File: config.mk
export PLATFORM = sky130hd
export DESIGN_NAME = mfgate_rr_sched_flat
export DESIGN_NICKNAME = d
export VERILOG_FILES = /design/src/rtl/mfgate_rr_sched_pkg.sv /design/src/rtl/mfgate_rr_sched_if.sv /design/src/rtl/mfGate.sv /design/src/rtl/rr_arbiter.sv /design/src/rtl/mfgate_rr_sched.sv /design/src/flat_wrapper.sv
export SDC_FILE = /design/constraint.sdc
export NUM_CORES = 1
export LEC_CHECK = 0
export CAP_MARGIN = 20
export CORE_UTILIZATION = 25
export DETAILED_ROUTE_END_ITERATION = 8
export PLACE_DENSITY = 0.55
export RECOVER_POWER = 25
export SLEW_MARGIN = 15
export SYNTH_ARGS = -nofsm -noshare
export SYNTH_HDL_FRONTEND = slang
export SYNTH_SLANG_ARGS = --single-unit
File: constraint.sdc
create_clock -name clk -period 2.2 [get_ports clk]
set_clock_uncertainty 0.2 [all_clocks]
set_input_delay 0.33 -clock clk [delete_from_list [all_inputs] [get_ports clk]]
set_output_delay 0.33 -clock clk [all_outputs]
set_load 0.05 [all_outputs]
File: src/rtl/mfgate_rr_sched_pkg.sv
// Shared constants for the mfGate round-robin scheduler.
// Gate op encodings and FSM state encodings.
package mfgate_rr_sched_pkg;

    localparam logic [1:0] OP_PASS_X   = 2'b00;
    localparam logic [1:0] OP_PASS_Y_A = 2'b10;
    localparam logic [1:0] OP_PASS_Y_B = 2'b01;
    localparam logic [1:0] OP_INV_X    = 2'b11;

    localparam logic [1:0] IDLE = 2'd0;
    localparam logic [1:0] EVAL = 2'd1;
    localparam logic [1:0] RESP = 2'd2;

endpackage

File: src/rtl/mfgate_rr_sched_if.sv
// Request/response bundle between requesters, consumer and scheduler.
// master = requester/consumer side, slave = scheduler side.
interface mfgate_rr_sched_if #(
    parameter int N_REQ = 4,
    parameter int ID_W  = 2
);
    logic [N_REQ-1:0]   req_valid;
    logic [N_REQ-1:0]   req_x;
    logic [N_REQ-1:0]   req_y;
    logic [2*N_REQ-1:0] req_op;
    logic [N_REQ-1:0]   req_ready;
    logic               rsp_valid;
    logic               rsp_ready;
    logic               rsp_f;
    logic [ID_W-1:0]    rsp_id;

    modport master (
        output req_valid, req_x, req_y, req_op, rsp_ready,
        input  req_ready, rsp_valid, rsp_f, rsp_id
    );

    modport slave (
        input  req_valid, req_x, req_y, req_op, rsp_ready,
        output req_ready, rsp_valid, rsp_f, rsp_id
    );
endinterface

File: src/rtl/mfGate.sv
// Multifunction gate: {a,b}=00 -> x, 11 -> ~x, 01/10 -> y.
module mfGate (
    input  logic a,
    input  logic b,
    input  logic x,
    input  logic y,
    output logic f
);
    assign f = (~a & ~b & x) | (a & b & ~x) | ((a ^ b) & y);
endmodule

File: src/rtl/rr_arbiter.sv
// Round-robin arbiter: first set request at or after ptr, wrapping.
module rr_arbiter #(
    parameter int N_REQ = 4,
    parameter int ID_W  = 2
) (
    input  logic [N_REQ-1:0] i_req,
    input  logic [ID_W-1:0]  i_ptr,
    output logic [N_REQ-1:0] o_grant,
    output logic [ID_W-1:0]  o_idx
);
    logic [2*N_REQ-1:0] w_dbl;
    logic [N_REQ-1:0]   w_rot;
    logic               w_found;
    int                 w_pos;

    // Rotate so bit 0 of w_rot is the requester at ptr.
    assign w_dbl = {i_req, i_req};
    assign w_rot = N_REQ'(w_dbl >> i_ptr);

    always_comb begin
        w_found = 1'b0;
        w_pos   = 0;
        o_idx   = '0;
        for (int k = 0; k < N_REQ; k++) begin
            if (!w_found && w_rot[k]) begin
                w_found = 1'b1;
                w_pos   = int'(i_ptr) + k;
                if (w_pos >= N_REQ) w_pos = w_pos - N_REQ;
                o_idx   = ID_W'(w_pos);
            end
        end
        o_grant = w_found ? (N_REQ'(1) << o_idx) : '0;
    end
endmodule

File: src/rtl/mfgate_rr_sched.sv
// Shares one mfGate between N_REQ requesters with round-robin grant,
// registered operands/result and a saturating completion counter.
module mfgate_rr_sched
    import mfgate_rr_sched_pkg::*;
#(
    parameter int N_REQ = 4,
    parameter int ID_W  = 2,
    parameter int CNT_W = 8
) (
    input  logic             clk,
    input  logic             rst,
    mfgate_rr_sched_if.slave bus,
    output logic             busy,
    output logic [CNT_W-1:0] op_count
);
    logic [1:0]       r_state;
    logic [ID_W-1:0]  r_ptr;
    logic             r_x;
    logic             r_y;
    logic [1:0]       r_op;
    logic [ID_W-1:0]  r_id;
    logic             r_f;
    logic [ID_W-1:0]  r_rsp_id;
    logic [CNT_W-1:0] r_cnt;

    logic [N_REQ-1:0] w_grant;
    logic [ID_W-1:0]  w_gidx;
    logic             w_any;
    logic             w_x;
    logic             w_y;
    logic [1:0]       w_op;
    logic             w_f;

    rr_arbiter #(.N_REQ(N_REQ), .ID_W(ID_W)) u_arb (
        .i_req   (bus.req_valid),
        .i_ptr   (r_ptr),
        .o_grant (w_grant),
        .o_idx   (w_gidx)
    );

    // Gate sees only captured operands.
    mfGate u_gate (
        .a (r_op[1]),
        .b (r_op[0]),
        .x (r_x),
        .y (r_y),
        .f (w_f)
    );

    assign w_any = |bus.req_valid;
    assign w_x   = |(bus.req_x & w_grant);
    assign w_y   = |(bus.req_y & w_grant);

    always_comb begin
        w_op = 2'b00;
        for (int i = 0; i < N_REQ; i++) begin
            w_op = w_op | (bus.req_op[2*i +: 2] & {2{w_grant[i]}});
        end
    end

    assign bus.req_ready = (r_state == IDLE) ? w_grant : '0;
    assign bus.rsp_valid = (r_state == RESP);
    assign bus.rsp_f     = r_f;
    assign bus.rsp_id    = r_rsp_id;
    assign busy          = (r_state != IDLE);
    assign op_count      = r_cnt;

    always_ff @(posedge clk) begin
        if (rst) begin
            r_state  <= IDLE;
            r_ptr    <= '0;
            r_x      <= 1'b0;
            r_y      <= 1'b0;
            r_op     <= 2'b00;
            r_id     <= '0;
            r_f      <= 1'b0;
            r_rsp_id <= '0;
            r_cnt    <= '0;
        end else begin
            case (r_state)
                IDLE: begin
                    if (w_any) begin
                        r_x     <= w_x;
                        r_y     <= w_y;
                        r_op    <= w_op;
                        r_id    <= w_gidx;
                        r_ptr   <= (w_gidx == ID_W'(N_REQ - 1)) ?
                                   '0 : w_gidx + ID_W'(1);
                        r_state <= EVAL;
                    end
                end
                EVAL: begin
                    r_f      <= w_f;
                    r_rsp_id <= r_id;
                    r_state  <= RESP;
                end
                RESP: begin
                    if (bus.rsp_ready) begin
                        if (r_cnt != '1) r_cnt <= r_cnt + CNT_W'(1);
                        r_state <= IDLE;
                    end
                end
                default: r_state <= IDLE;
            endcase
        end
    end
endmodule
File: src/flat_wrapper.sv
// flat-port wrapper written by rule: the top's interface ports become plain ports
module mfgate_rr_sched_flat import mfgate_rr_sched_pkg::*;
#(
    parameter int N_REQ = 4,
    parameter int ID_W  = 2,
    parameter int CNT_W = 8
)
  (clk, rst, busy, op_count, bus_req_valid, bus_req_x, bus_req_y, bus_req_op, bus_rsp_ready, bus_req_ready, bus_rsp_valid, bus_rsp_f, bus_rsp_id);
  mfgate_rr_sched_if #(.N_REQ(N_REQ), .ID_W(ID_W)) bus_i ();
  input  logic clk;
  input  logic rst;
  output logic busy;
  output logic [CNT_W-1:0] op_count;
  input wire logic [$bits(bus_i.req_valid)-1:0] bus_req_valid;
  input wire logic [$bits(bus_i.req_x)-1:0] bus_req_x;
  input wire logic [$bits(bus_i.req_y)-1:0] bus_req_y;
  input wire logic [$bits(bus_i.req_op)-1:0] bus_req_op;
  input wire logic [$bits(bus_i.rsp_ready)-1:0] bus_rsp_ready;
  output wire logic [$bits(bus_i.req_ready)-1:0] bus_req_ready;
  output wire logic [$bits(bus_i.rsp_valid)-1:0] bus_rsp_valid;
  output wire logic [$bits(bus_i.rsp_f)-1:0] bus_rsp_f;
  output wire logic [$bits(bus_i.rsp_id)-1:0] bus_rsp_id;
  assign bus_i.req_valid = bus_req_valid;
  assign bus_i.req_x = bus_req_x;
  assign bus_i.req_y = bus_req_y;
  assign bus_i.req_op = bus_req_op;
  assign bus_i.rsp_ready = bus_rsp_ready;
  assign bus_req_ready = bus_i.req_ready;
  assign bus_rsp_valid = bus_i.rsp_valid;
  assign bus_rsp_f = bus_i.rsp_f;
  assign bus_rsp_id = bus_i.rsp_id;
  mfgate_rr_sched #(.N_REQ(N_REQ), .ID_W(ID_W), .CNT_W(CNT_W)) u_core (.clk(clk), .rst(rst), .bus(bus_i), .busy(busy), .op_count(op_count));
endmodule
== Word-level counts from Yosys, hierarchy flattened ==
Index checks and enable logic that the tools add are counted.

* Register bits: 21
* Bits of input ports: 23
* Output and inout port bits: 17
* Logic and storage cells: 82

* Add/sub/neg operators: 9
* Magnitude comparators: 4
* Equality and inequality tests: 6
* Shift operators: 2
* Muxes and demuxes: 18
* Bitwise logic cells: 20
* Reduce and logical (&&, ||, !) cells: 14

{| class="wikitable"
|+ Operators with widths
! kind !! number
|-
| 2-bit 2-to-1 mux || 11
|-
| 4-bit OR reduction || 3
|-
| 3-bit >= comparator, second input constant || 3
|-
| 8-bit by 1-bit adder with 8-bit output, second input constant || 1
|-
| 2-bit AND || 4
|-
| 4-bit AND || 2
|-
| 4-bit 2-to-1 mux || 2
|-
| 8-bit inequality test, second input constant || 1
|-
| 8-bit by 2-bit >> shifter with 4-bit output || 1
|-
| 2-bit by 1-bit subtractor with 2-bit output, second input constant || 4
|-
| 2-bit by 2-bit adder with 3-bit output, second input constant || 2
|-
| 2-bit OR || 3
|-
| 2-bit one-hot mux with 3 select lines || 1
|-
| 1-bit AND || 5
|-
| 2-bit == test, second input constant || 2
|-
| 1-bit 2-to-1 mux || 4
|-
| 2-bit AND reduction || 2
|-
| 1-bit by 2-bit left shift with 4-bit output, first input constant || 1
|-
| 2-bit by 1-bit adder with 3-bit output, second input constant || 1
|-
| 2-bit by 3-bit >= comparator with 1-bit output, second input constant || 1
|-
| 1-bit logical AND || 3
|-
| 1-bit logical NOT || 3
|-
| 1-bit NOT || 3
|-
| 3-bit AND reduction || 1
|-
| 8 further kinds || 9
|}

== Depth between registers and ports, before layout ==
Gate-level depths: netlist of the first run.

* Depth after elaboration: 17
* Mapped depth: 8

== By module ==
From an unflattened synthesis of the first run, not the netlist that was laid out.

* Cell total of the unflattened synthesis: 152
* Area total of the unflattened synthesis: 1283.7 µm²

{| class="wikitable"
|+ Modules (own cells, without submodules)
! module !! instances !! cells an instance !! area each (µm²)
|-
| mfgate_rr_sched || 1 || 116 || 1049.8
|-
| rr_arbiter || 1 || 30 || 185.2
|-
| mfGate || 1 || 6 || 48.8
|}

== Worst setup path before layout of the first run ==
Ideal clock, no wire load.

* Path type: reg-to-output
* From: reg u_core.r_state[0]
* To: out bus_req_ready[2]
* Arrival time: 1906 ps
* Path slack: -236 ps
* Stages on the path, launching flop included: 6
* Buffers on the path: 0
* Cell sequence: dfxtp_1 -> nor2_1 -> inv_1 -> nor2_1 -> nand2_1 -> nor2_1

* Cells in the longest elaborated chain, start to end: 2

{| class="wikitable"
|+ RTL lines
! what !! RTL line !! text
|-
| start: declaration || mfgate_rr_sched.sv:16 || <nowiki>logic [1:0] r_state;</nowiki>
|-
| start signal: assignment || mfgate_rr_sched.sv:70 || <nowiki>r_state <= IDLE;</nowiki>
|-
| start signal: assignment || mfgate_rr_sched.sv:89 || <nowiki>r_state <= EVAL;</nowiki>
|-
| start signal: assignment || mfgate_rr_sched.sv:95 || <nowiki>r_state <= RESP;</nowiki>
|-
| 2-bit logical NOT || mfgate_rr_sched.sv:61 || <nowiki>assign bus.req_ready = (r_state == IDLE) ? w_grant : '0;</nowiki>
|-
| 4-bit 2-to-1 mux || mfgate_rr_sched.sv:61 ||
|-
| end: declaration || flat_wrapper.sv:19 || <nowiki>output wire logic [$bits(bus_i.req_ready)-1:0] bus_req_ready;</nowiki>
|}

Every way passes these cells.

== Worst setup path after layout of the first run ==
* From: reg u_core.r_ptr[1]
* To: out bus_req_ready[3]

* Cells in the longest elaborated chain, start to end: 14
* Elaborated cells on any way between the ends: 33

{| class="wikitable"
|+ RTL lines
! what !! RTL line !! text
|-
| start: declaration || mfgate_rr_sched.sv:17 || <nowiki>logic [ID_W-1:0] r_ptr;</nowiki>
|-
| start signal: assignment || mfgate_rr_sched.sv:87 || <nowiki>r_ptr <= (w_gidx == ID_W'(N_REQ - 1)) ?</nowiki>
|-
| branches (longest 10 deep; another with 2-bit by 1-bit adder with 3-bit output) || - ||
|-
| 2-bit 2-to-1 mux (*) || rr_arbiter.sv:25 || <nowiki>if (!w_found && w_rot[k]) begin</nowiki>
|-
| net u_core.u_arb.o_idx[0] || rr_arbiter.sv:9 || <nowiki>output logic [ID_W-1:0] o_idx</nowiki>
|-
| 1-bit by 2-bit left shift with 4-bit output (*) || rr_arbiter.sv:32 || <nowiki>o_grant = w_found ? (N_REQ'(1) << o_idx) : '0;</nowiki>
|-
| 4-bit 2-to-1 mux (*) || rr_arbiter.sv:32 ||
|-
| 4-bit 2-to-1 mux (*) || mfgate_rr_sched.sv:61 ||
|}

Mark *: on every way through the listed nets, which the timed path passes.

==> results.json, run 1 <==
{
  "antenna_cells": 0,
  "synth_cell_types": 31,
  "synth_top_family_by_area": "simple AND/OR/NAND/NOR gates",
  "core_area_um2": 4120,
  "antenna_found_initial": 0,
  "synth_mux_area_share_pct": 4.57,
  "tightest_slew_ns": 0.925,
  "leakage_nw": 0.711,
  "nFillCells": 405,
  "grt.overflow.total": 0,
  "clk_latency_ns": 0.25,
  "synth_nets": 158,
  "antenna_left": 0,
  "vdd_ir_drop_max_mv": 0.388,
  "yosysTopAreaCell": "dfxtp_1",
  "fin_ws_ns": 0.0368,
  "synth-compound-area-share_pct": 16.7,
  "drive_above_1_share_pct": 27.8,
  "cts_tree": "done",
  "end_kind": "output port",
  "h-tree-depth": 1,
  "synth.area.top_cells": "dfxtp_1 38%, nor2_1 6.9%, ha_1 5.7%, a21oi_1 4.6%, mux2i_1 4.6%",
  "synth_adder_area_share_pct": 5.71,
  "vias_per_cell": 4.79,
  "numCtsBuffers": 3,
  "synth_commonest_cells": "21 x dfxtp_1, 20 x nor2_1, 10 x a21oi_1",
  "critPathLaunchType": "register",
  "pin_count": 40,
  "drc": 0,
  "synth_top_area_share_pct": 38.4,
  "grt_pass1_wl_um": 5000,
  "grt_max_degree": 22,
  "clock_path_buffers": 2,
  "worstPathArrival_ns": 1.63,
  "cts_num_sinks": 21,
  "cts_root_buf": "clkbuf_8",
  "dr.pass1.iters": 4,
  "final_nets": 216,
  "period_needed_ns": 2.16,
  "power_density_nw_per_um2": 653,
  "wirelength_um": 2930,
  "fmax_mhz": 462,
  "io_buffer_count": 39,
  "drtIter0Drc": 44,
  "die_h_um": 68.2,
  "detailedPlace.worstSlack_ns": -0.290,
  "grt_pass1_vias": 1154,
  "status": "finished clean",
  "fp-row-count": 23,
  "wl_per_cell_um": 12.4,
  "yosysSeqAreaShare_pct": 38.4,
  "place_area_um2": 1640,
  "syn_inst": 130,
  "synth_area_um2": 1090,
  "dieArea_um2": 4650,
  "fin_crit_sh_pct": 98.3,
  "maxCapViolCount": 0,
  "synth.most_common_cell": "dfxtp_1",
  "grt_util_all_layers_pct": 14.1,
  "syn_area_per_cell_um2": 8.42,
  "syn_to_final_growth_pct": 69.1,
  "synthSimpleGateAreaFrac_pct": 25.7,
  "rsz0062_at_grt": "true",
  "layoutNonFillerInstCount": 237,
  "start_util_pct": 26.6,
  "hp-class": "reg2reg",
  "synth-xor-area-share_pct": 4.00,
  "dpl.hpwl_um": 2160,
  "yosys_warnings": 0,
  "yosys_register_bits": 21,
  "finalSetupViolCount": 0,
  "required_ns": 1.67,
  "worstPathMaxFanout": 5,
  "dpl.cell_count": 227,
  "place_congestion": 0.733,
  "dr_total_vias": 1136,
  "synthArstFlopShare_pct": 0,
  "synth-edff-count": 0,
  "crit_type": "reg2out",
  "slew_viol_final": 0,
  "synth_ff_type": "dfxtp_1",
  "relSlewSlack_pct": 38.3,
  "hold_violations": 0,
  "die_x_um": 68.2,
  "stdcell_area_um2": 1850,
  "finalSetupTns_ns": 0,
  "cts.clk_slew.worst_paths_ns": 0.07
}
-- worst max-delay path, cell delays in order (launching register included) --
cell and delay (ns):
dfxtp_4 0.38, nand2b_4 0.15, a21o_4 0.22, o221ai_4 0.08, inv_2 0.09, ha_4 0.17, and2_4 0.14, buf_12 0.14
-- cell families (layout without fill, tap and decap cells) --
group	count (synthesis)	after routing
simple gates	57	57
compound gates	25	25
flops	21	21
buf+inv	12	69
fa+ha+maj	5	5
xor+xnor	5	5
mux	5	5
-- cell usage in the layout (no fill, tap or decap), types with 2 or more instances in the layout --
cell,count
nand3_1,8
a221oi_1,4
nor3_1,3
buf_4,16
buf_6,4
mux2i_1,4
clkbuf_1,3
or3_1,2
buf_12,2
clkbuf_8,3
inv_1,4
or3b_1,3
nor2_1,17
dfxtp_1,19
nand2b_1,3
o21ai_0,2
nand2_1,7
inv_2,3
a21oi_1,8
dfxtp_4,2
dlygate4sd2_1,2
ha_1,3
clkbuf_2,2
nand2b_4,2
xnor2_1,4
clkdlybuf4s50_1,28
a311oi_1,4
nor2_2,2
-- layout make-up --
cell class | count | area, um^2 | share of cell area, %
clock buffers | 4 | 45.0 | 2.43
inverters | 7 | 26.3 | 1.42
multi-input cells | 97 | 744 | 40.2
flip-flops and latches | 21 | 428 | 23.1
well taps | 50 | 62.6 | 3.38
repair buffers | 58 | 546 | 29.5
-- path summary, 6_finish.rpt --
check	startpoint	to	slack (ns)	depth (start not counted)
setup / recovery	u_core.r_ptr[1]$_SDFFE_PP0P_	bus_req_ready[3]	0.04	7
hold reg to reg	u_core.r_id[0]$_SDFFE_PP0P_	u_core.r_id[0]$_SDFFE_PP0P_	0.26	2
hold / removal	u_core.r_id[0]$_SDFFE_PP0P_	u_core.r_id[0]$_SDFFE_PP0P_	0.26	2
setup reg to reg	u_core.r_ptr[1]$_SDFFE_PP0P_	u_core.r_x$_SDFFE_PP0P_	0.18	8
-- state kept, by name (all words and copies together), names as in the netlist --
name / flops
u_core.r_ptr: 2
u_core.r_y: 1
u_core.bus.rsp_f: 1
u_core.r_id: 2
u_core.op_count: 8
u_core.bus.rsp_id: 2
u_core.r_state: 2
u_core.r_x: 1
u_core.r_op: 2
-- power by group --
group / internal, mW / total (mW) / switching (mW)
sequential: 0.416 / 0.447 / 0.0306
clock: 0.129 / 0.247 / 0.119
combinational: 0.258 / 0.515 / 0.257
-- per-layer routing --
| metal | part of all wire (%) | vias to the layer above | track usage (%) |
|---|---|---|---|
| met5 | 0 | - | 0 |
| met4 | 1.6 | 0 | 5.21 |
| met3 | 5.4 | 6 | 3.33 |
| met2 | 49 | 40 | 24.4 |
| met1 | 44 | 519 | 16.8 |
| li1 | - | 571 | - |
-- per-stage QoR --
step | hold slack [ns] | total power, mW | util, %
floorplan | 0.202 | 0.685 | -
global placement | 0.247 | 0.850 | 39.7
detailed placement | 0.252 | 0.857 | 39.7
CTS | 0.263 | 1.18 | 43.3
global route | 0.302 | 1.28 | 45.0
finish | 0.261 | 1.21 | 45.0
-- repair_timing --
action | in CTS | in global routing
pin swaps | 5 | 8
setup buffers | 2 | 4
endpoints found under the setup margin | 4 | 4
hold buffers | 0 | 0
gates resized for setup | 24 | 20
gates cloned | 0 | 0
(Power assumes the default switching activity.)
==> run 2: changes to the inputs <==
Settings changed: SETUP_SLACK_MARGIN set to 0.15.
==> run 2 against run 1 <==
  * Worst hold slack lost 0.0039 ns
  * Wire length up 2.0%
  * Core utilization up 1.1 points
  * Global-route usage decreased by 0.65 points
  * Largest power group unchanged
  * Clock power is 5% higher
  * Design area is 2.5% higher
  * Die area unchanged
  * Largest cell class unchanged
  * Critical path depth is 1 lower
==> results.json, run 2 (synthesis results as in run 1) <==
{
  "cts_tree": "done",
  "core_area_um2": 4120,
  "detailedPlace.worstSlack_ns": -0.289,
  "final_cell_mix": "22 x clkdlybuf4s50_1, 19 x dfxtp_1, 17 x buf_4",
  "grt_util_all_layers_pct": 13.5,
  "start_util_pct": 26.6,
  "clk_latency_ns": 0.27,
  "die_x_um": 68.2,
  "hold_slack_ns": 0.257,
  "fin_crit_sh_pct": 97.6,
  "cts_root_buf": "clkbuf_8",
  "tightest_slew_ns": 0.986,
  "place_area_um2": 1660,
  "wl_per_cell_um": 12.5,
  "die_h_um": 68.2,
  "grt_pass1_wl_um": 4660,
  "worstHoldEndpoint": "u_core.r_id[1]$_SDFFE_PP0P_",
  "hp-class": "reg2reg",
  "drc": 0,
  "timing.rr.start": "u_core.r_ptr[1]$_SDFFE_PP0P_",
  "fmax_mhz": 466,
  "fin_ws_ns": 0.0526,
  "dpl.hpwl_um": 2060,
  "fp-row-count": 23,
  "mostFrequentLayoutCell": "clkdlybuf4s50_1",
  "status": "finished clean",
  "power_density_nw_per_um2": 662,
  "finalSetupViolCount": 0,
  "crit_path_start": "bus_req_valid[1]",
  "required_ns": 1.67,
  "end_kind": "output port",
  "vdd_ir_drop_max_mv": 0.318,
  "critPathLaunchType": "primary input",
  "clock_path_buffers": 2,
  "crit_chain": "dlygate4sd2_1 > buf_4 > nor4_2 > nor2_4 > and2_4 > buf_12",
  "rsz0062_at_grt": "true",
  "h-tree-depth": 1,
  "antenna_left": 0,
  "wirelength_um": 2990,
  "dr.pass1.iters": 4,
  "stdcell_area_um2": 1900,
  "grt_pass1_vias": 1144,
  "final_nets": 218,
  "worstPathMaxFanout": 5,
  "antenna_found_initial": 0,
  "hold_violations": 0,
  "p_seq_share_pct": 35.5,
  "syn_to_final_growth_pct": 73.4,
  "hp-start": "u_core.r_id[1]$_SDFFE_PP0P_",
  "maxCapViolCount": 0,
  "nFillCells": 402,
  "worstPathArrival_ns": 1.62,
  "relSlewSlack_pct": 34.3,
  "grt_max_degree": 22,
  "place_congestion": 0.776,
  "cp_num_buf_inv": 3,
  "pin_count": 40,
  "p_sw_share_pct": 34.7,
  "vias_per_cell": 4.78,
  "grt.overflow.total": 0,
  "antenna_cells": 0,
  "period_needed_ns": 2.15,
  "crit_slowest_cell": "nor4_2",
  "drive_above_1_share_pct": 31.7,
  "p_int_mw": 0.819,
  "slew_viol_final": 0,
  "cpPeakStageDelay_ns": 0.42,
  "comb_power_share_pct": 43.9,
  "leakage_nw": 0.746,
  "p_sw_mw": 0.436,
  "rr_worst_depth": 8,
  "cts_num_sinks": 21,
  "cp_top_family": "simple AND/OR/NAND/NOR gates",
  "cts_hold_buf": 0,
  "numCtsBuffers": 3,
  "hold_depth": 2,
  "io_buffer_count": 39,
  "drtIter0Drc": 27,
  "dr_total_vias": 1142,
  "crit_type": "in2out",
  "reg2reg_setup_slack_ns": 0.15,
  "largest_reg_flops": 8,
  "cts.clk_slew.worst_paths_ns": 0.07,
  "dieArea_um2": 4650,
  "clockPowerShare_pct": 20.6,
  "r2r-end": "u_core.r_op[1]$_SDFFE_PP0P_"
}
==> run 2: cell count changes in the layout (fill, tap and decap cells not counted), sizes merged <==
cell           before  now
clkinvlp            0    1
clkbuf              8   10
dlygate4sd2         2    5
clkdlybuf4s50      28   22
dlymetal6s2s        0    1
buf                23   24
==> run 2: layout make-up <==
type | count | area [um^2] | area share [%]
Multi-Input combinational cell | 97 | 783 | 41.3
Timing Repair Buffer | 60 | 547 | 28.8
Inverter | 7 | 28.8 | 1.52
Sequential cell | 21 | 428 | 22.5
Clock buffer | 3 | 41.3 | 2.18
Clock inverter | 1 | 7.51 | 0.396
Tap cell | 50 | 62.6 | 3.30
==> run 2: repair_timing <==
item	4_1_cts	5_1_grt
setup buffers	3	3
endpoints found under the setup margin	11	11
pin swaps	6	3
resized for setup	33	25
==> run 2: metrics by stage <==
stage | std cells | setup TNS, ns | utilization (%) | total power, mW
final | 239 | 0 | 46.1 | 1.26
after global routing | 239 | 0 | 46.1 | 1.33
after CTS | 236 | 0 | 44.4 | 1.20
after detailed placement | 229 | -1.73 | 40.2 | 0.861
after global placement | 229 | -1.43 | 40.2 | 0.857
after floorplan | 130 | -0.0350 | - | 0.688
==> run 2: worst reg2reg max path, delay by kind of cell, from the launching register on <==
| family | cells | cell delay, ns |
|---|---|---|
| adder cells (fa/ha/maj) | 1 | 0.17 |
| multiplexers | 1 | 0.19 |
| flip-flops | 1 | 0.37 |
| buffers and inverters | 3 | 0.36 |
| AO/OA/AOI/OAI | 3 | 0.61 |
==> run 2: how the worst max path moves through the flow <==
stage               depth (start not counted)                          end  slack (ns)
floorplan                                   5             bus_req_ready[2]       -0.03
global placement                            9  u_core.r_op[1]$_SDFFE_PP0P_       -0.25
CTS                                         7             bus_req_ready[0]       0.009
detailed placement                          9  u_core.r_op[1]$_SDFFE_PP0P_       -0.29
global route                                6             bus_req_ready[3]     0.00002
finish                                      6             bus_req_ready[3]        0.05
==> run 2: metal layers <==
layer / track usage (%) / wire length, um
met1: 14.4 / 1290
met2: 25.1 / 1430
met3: 2.33 / 207
met4: 6.51 / 53
met5: 0 / 0
==> run 2: power groups by stage <==
stage                     clock network, mW  logic (mW)  registers (mW)
after floorplan                           0       0.231           0.457
after global placement                    0       0.410           0.447
after detailed placement                  0       0.413           0.448
after CTS                             0.273       0.479           0.445
after global routing                  0.283       0.596           0.451
final                                 0.259       0.551           0.446
==> run 3: changes to the inputs <==
Settings changed: ABC_CLOCK_PERIOD_IN_PS set to 2200.
==> results of run 3 <==
No change in the layout: final DEF, timing and power equal those of run 2.
